## src/rtl/rom_fetch_ctrl.sv

```systemverilog
// Instruction-fetch sequencer: owns the fetch PC, drives the ROM address and
// buffers fetched words in a 2-entry FIFO toward decode over valid/ready.
module rom_fetch_ctrl #(
  parameter int              AW         = 9,
  parameter int              DW         = 32,
  parameter logic [AW-1:0]   START_ADDR = '0
) (
  input  logic          clk,
  input  logic          rst_n,
  input  logic          fetch_en,
  output logic [AW-1:0] rom_addr,
  input  logic [DW-1:0] rom_data,
  input  logic          redirect_valid,
  input  logic [AW-1:0] redirect_addr,
  output logic          out_valid,
  output logic [DW-1:0] out_instr,
  output logic [AW-1:0] out_pc,
  input  logic          out_ready
);

  typedef enum logic {
    IDLE = 1'b0,
    RUN  = 1'b1
  } state_t;

  state_t        state;
  state_t        state_next;

  logic [AW-1:0] fetch_pc;
  logic [AW-1:0] redirect_pc;
  logic [AW-1:0] buf_pc    [2];
  logic [DW-1:0] buf_instr [2];
  logic          head;
  logic          tail;
  logic [1:0]    count;
  logic [AW-1:0] hold_pc;
  logic [DW-1:0] hold_instr;
  logic          push;
  logic          pop;

  assign rom_addr    = fetch_pc;
  assign redirect_pc = redirect_addr & {{(AW-2){1'b1}}, 2'b00};

  // A full buffer may still accept a new word when the head leaves in the same cycle.
  assign pop  = out_valid && out_ready;
  assign push = (state == RUN) && fetch_en && !redirect_valid &&
                ((count < 2'd2) || pop);

  always_ff @(posedge clk or negedge rst_n) begin
    if (!rst_n) begin
      state <= IDLE;
    end else begin
      state <= state_next;
    end
  end

  always_comb begin
    state_next = state;
    case (state)
      IDLE:    if (fetch_en)  state_next = RUN;
      RUN:     if (!fetch_en) state_next = IDLE;
      default: state_next = IDLE;
    endcase
  end

  always_ff @(posedge clk or negedge rst_n) begin
    if (!rst_n) begin
      fetch_pc <= START_ADDR;
    end else if (redirect_valid) begin
      fetch_pc <= redirect_pc;
    end else if (push) begin
      fetch_pc <= fetch_pc + AW'(4);
    end
  end

  // Redirect discards every buffered entry, including one popped in the same cycle.
  always_ff @(posedge clk or negedge rst_n) begin
    if (!rst_n) begin
      head  <= 1'b0;
      tail  <= 1'b0;
      count <= 2'd0;
    end else if (redirect_valid) begin
      head  <= 1'b0;
      tail  <= 1'b0;
      count <= 2'd0;
    end else begin
      if (push) tail <= ~tail;
      if (pop)  head <= ~head;
      count <= count + {1'b0, push} - {1'b0, pop};
    end
  end

  always_ff @(posedge clk or negedge rst_n) begin
    if (!rst_n) begin
      buf_pc[0]    <= '0;
      buf_pc[1]    <= '0;
      buf_instr[0] <= '0;
      buf_instr[1] <= '0;
    end else if (push) begin
      buf_pc[tail]    <= fetch_pc;
      buf_instr[tail] <= rom_data;
    end
  end

  // Keeps the most recently presented head so the outputs stay stable while empty.
  always_ff @(posedge clk or negedge rst_n) begin
    if (!rst_n) begin
      hold_pc    <= '0;
      hold_instr <= '0;
    end else if (count != 2'd0) begin
      hold_pc    <= buf_pc[head];
      hold_instr <= buf_instr[head];
    end
  end

  assign out_valid = (count != 2'd0);
  assign out_pc    = out_valid ? buf_pc[head]    : hold_pc;
  assign out_instr = out_valid ? buf_instr[head] : hold_instr;

endmodule

```

## config.mk

```make
export PLATFORM = sky130hd
export DESIGN_NAME = rom_fetch_ctrl
export DESIGN_NICKNAME = d
export VERILOG_FILES = /design/src/rtl/rom_fetch_ctrl.sv
export SDC_FILE = /design/constraint.sdc
export NUM_CORES = 1
export LEC_CHECK = 0
export ABC_AREA = 1
export CELL_PAD_IN_SITES_DETAIL_PLACEMENT = 0
export CELL_PAD_IN_SITES_GLOBAL_PLACEMENT = 1
export CORE_UTILIZATION = 35
export DETAILED_ROUTE_END_ITERATION = 8
export HOLD_SLACK_MARGIN = 0.03
export PLACE_DENSITY_LB_ADDON = 0.15
export REMOVE_ABC_BUFFERS = 1
export SYNTH_ARGS = -nofsm -noshare
export SYNTH_HDL_FRONTEND = slang
export SYNTH_SLANG_ARGS = --single-unit
```

## constraint.sdc

```tcl
create_clock -name clk -period 1.7 [get_ports clk]
set_clock_uncertainty 0.15 [all_clocks]
set_input_delay 0.17 -clock clk [delete_from_list [all_inputs] [get_ports clk]]
set_output_delay 0.17 -clock clk [all_outputs]
set_load 0.005 [all_outputs]
```

==> run summary <==
DP HPWL: 9210 um
CP Launch Type: flip-flop
H-tree depth: 4
die height: 128 um
fin crit share: 1.19
worst-path maximum fanout: 8
P_leak: 4.07 nW
total CTS buffers: 17
post-route ant nets: 0
Worst setup EP type: output port
IO buf count: 92
FF-to-FF path depth: 12
clk buf depth: 2
Die Width: 128 um
first-pass GRT wire length: 25,800 um
Via density: 4.69
Site Rows: 45
IO Pins: 97
CP required: 1.38 ns
Post-route DRC: 0
r2r setup slk: -0.15 ns
drt first pass iters: 4
n_diodes: 0
Worst Path Arrival: 1.70 ns
Core Util, Final: 0.568
area share of the largest cell type after synthesis: 0.592
Mapped Cells: 658
status: finished, violations left
Max Freq: 0.496 GHz
reg2reg start: count[1]
sequential area share after synthesis: 0.592
CTS tree: built
pre-CTS setup slack: -0.325 ns
CP Cell Sequence: inv_4 -> buf_12 -> nand2_8 -> buf_12 -> buf_8 -> nor2_2 -> a31oi_2 -> buf_2
Hold Vio Cnt, Final: 0
Design Power: 17.2 mW
Max Cap Violations: 0
failing checks: setup timing
gr usage total: 0.208
CTS Sinks: 131
worst skew pair latency: 0.41 ns
fin crit period: 2.02 ns
die area: 16,300 sq um
Clk pin slew, worst setup/hold paths: 0.05 ns
Synth cell types: 22
Avg Inst Size Synth: 8.41 sq um
RSZ-0062 raised after global routing: true
Reg2Reg Capture Point: count[1]
core region area: 15,300 sq um
crit path from: count[1]
placed inst area: 6990 sq um
Initial Utilization: 0.361
Crit path top cell by count: buf_12
synthesized area: 5530 sq um
dpl cells: 965
cell type with the largest total area after synthesis: dfrtp_1
initial DRC count: 215
critical path class: flip-flop to output port
maximum VDD drop: 1.14 mV
grt ovf: 0
ranking of synthesized cells by area: dfrtp_1 59%, nand2_1 24%, a31oi_1 4.4%, nor2_1 3.3%, buf_2 1.8%
final instance area: 8700 sq um
HP Class: input port to asynchronous set/reset pin
Syn-to-layout area delta: 57.2%
fraction of layout cells with a size suffix above 1: 0.294
initial antenna violation count: 0
Final #Nets: 863
post-route setup slack: -0.318 ns
crit path max-delay cell type: dfrtp_1
vias in the first global route: 5,040
vias: 4,868
Yosys reg bits: 131
Worst path max stage delay: 0.39 ns
# setup viols final: 44
max-slew violation count: 0
drt wl/cell: 15.8 um
CTS root buffer: clkbuf_16
final cell count without fillers: 1,037
largest net degree at the start of global routing: 41
GP Congestion: 0.793
DRT Wirelength: 16,400 um
crit path capture: out_instr[26]
pwr dens: 1980 nW/um^2
yosys warns: 0
## critical path, delay by kind of cell, from the launching register on
family	cells	cell delay [ns]
DFF	1	0.39
AOI/OAI and AO/OA	1	0.16
and+or+nand+nor	2	0.14
buffers and inverters	5	0.59
## synthesized netlist by cell type
| master | number |
|---|---|
| a31oi_1 | 39 |
| buf_2 | 20 |
| buf_4 | 4 |
| buf_6 | 4 |
| clkbuf_1 | 11 |
| conb_1 | 1 |
| dfrtp_1 | 131 |
| ha_1 | 3 |
| inv_1 | 17 |
| inv_2 | 1 |
| nand2_1 | 348 |
| nand2_2 | 2 |
| nand2_4 | 1 |
| nand3_1 | 16 |
| nand3_2 | 1 |
| nand4_1 | 1 |
| nor2_1 | 48 |
| nor2_2 | 2 |
| nor2_8 | 1 |
| o21ai_0 | 3 |
| o21bai_1 | 2 |
| xor2_1 | 2 |
## layout by cell type, fill, tap and decap left out, types with 2 or more instances in the layout
cell	netlist	routed
o21ai_0	3	3
nor2_4	0	32
inv_4	0	2
nor2_1	48	14
clkdlybuf4s50_1	0	48
nand2_8	0	3
nand2_4	1	2
a31oi_2	0	7
a31oi_4	0	27
buf_6	4	12
conb_1	1	2
o21bai_1	2	2
buf_4	4	44
dfrtp_1	131	125
xor2_1	2	2
buf_16	0	6
inv_1	17	11
inv_2	1	3
a31oi_1	39	5
nor2_2	2	4
clkbuf_16	0	20
nand3_1	16	16
ha_4	0	2
buf_12	0	17
nand2_1	348	345
buf_8	0	3
buf_2	20	39
clkbuf_8	0	3
clkinv_2	0	4
nand2_2	2	2
clkbuf_1	11	6
dfrtp_2	0	6
## worst min-delay path by stage
| stage | start | end | cells past startpoint |
|---|---|---|---|
| 2_1_floorplan | rst_n | buf_instr[0] | 0 |
| 3_3_place_gp | rst_n | hold_instr[15] | 1 |
| 3_5_place_dp | rst_n | hold_instr[15] | 1 |
| 4_1_cts | fetch_en | state | 1 |
| 5_1_grt | fetch_en | state | 1 |
| 6_report | rst_n | buf_instr[15] | 2 |
## cell type report
cell class / count / area, sq um
well taps: 211 / 264
repair buffers: 174 / 1790
fillers: 1425 / 6610
flip-flops and latches: 131 / 3290
inverters: 18 / 82.6
clock inverters: 5 / 27.5
multi-input cells: 472 / 2760
clock buffers: 26 / 489
## report_power, final
group          internal [mW]  total [mW]  switching (mW)
sequential              4.32        5.03           0.705
combinational           4.67        8.95            4.28
clock                   1.96        3.23            1.27
## flip-flops by register name, indices dropped and copies added (netlist names)
name        flops
count           2
head            1
buf_pc         14
buf_instr      64
hold_instr     32
hold_pc         9
rom_addr        7
state           1
tail            1
## per-stage QoR
step,hold WS [ns],setup TNS [ns]
2_1_floorplan,-0.276,-59.91
3_3_place_gp,-0.0407,-14.18
3_5_place_dp,-0.0375,-16.91
4_1_cts,0.0693,-11.34
5_1_grt,0.0811,-13.52
6_report,0.0857,-10.30
## kinds of logic after synthesis
group                      after synthesis  synth area share
xor gates and xnor gates                 2           0.00317
AOI/OAI and AO/OA                       44            0.0495
other                                    1          0.000678
and+or+nand+nor                        420             0.296
buffers and inverters                   57            0.0513
adders and majority gates                3           0.00678
DFF                                    131             0.592
## timing repair
item                                    4_1_cts  5_1_grt
pin swaps                                     9        9
endpoints found under the setup margin       49       75
setup buffers                                18       12
hold buffers                                  1        0
hold endpoints to repair                    131        0
gates resized for setup                     311       34
cloned                                        7        4
## metal layers
layer / GRT usage / up-vias / share of wire
met1: 0.266 / 2362 / 0.45
met5: 0 / - / 0
met3: 0.0467 / 24 / 0.041
met2: 0.348 / 114 / 0.50
met4: 0.0727 / 0 / 0.016
li1: - / 2368 / -
(Power assumes the default switching activity.)
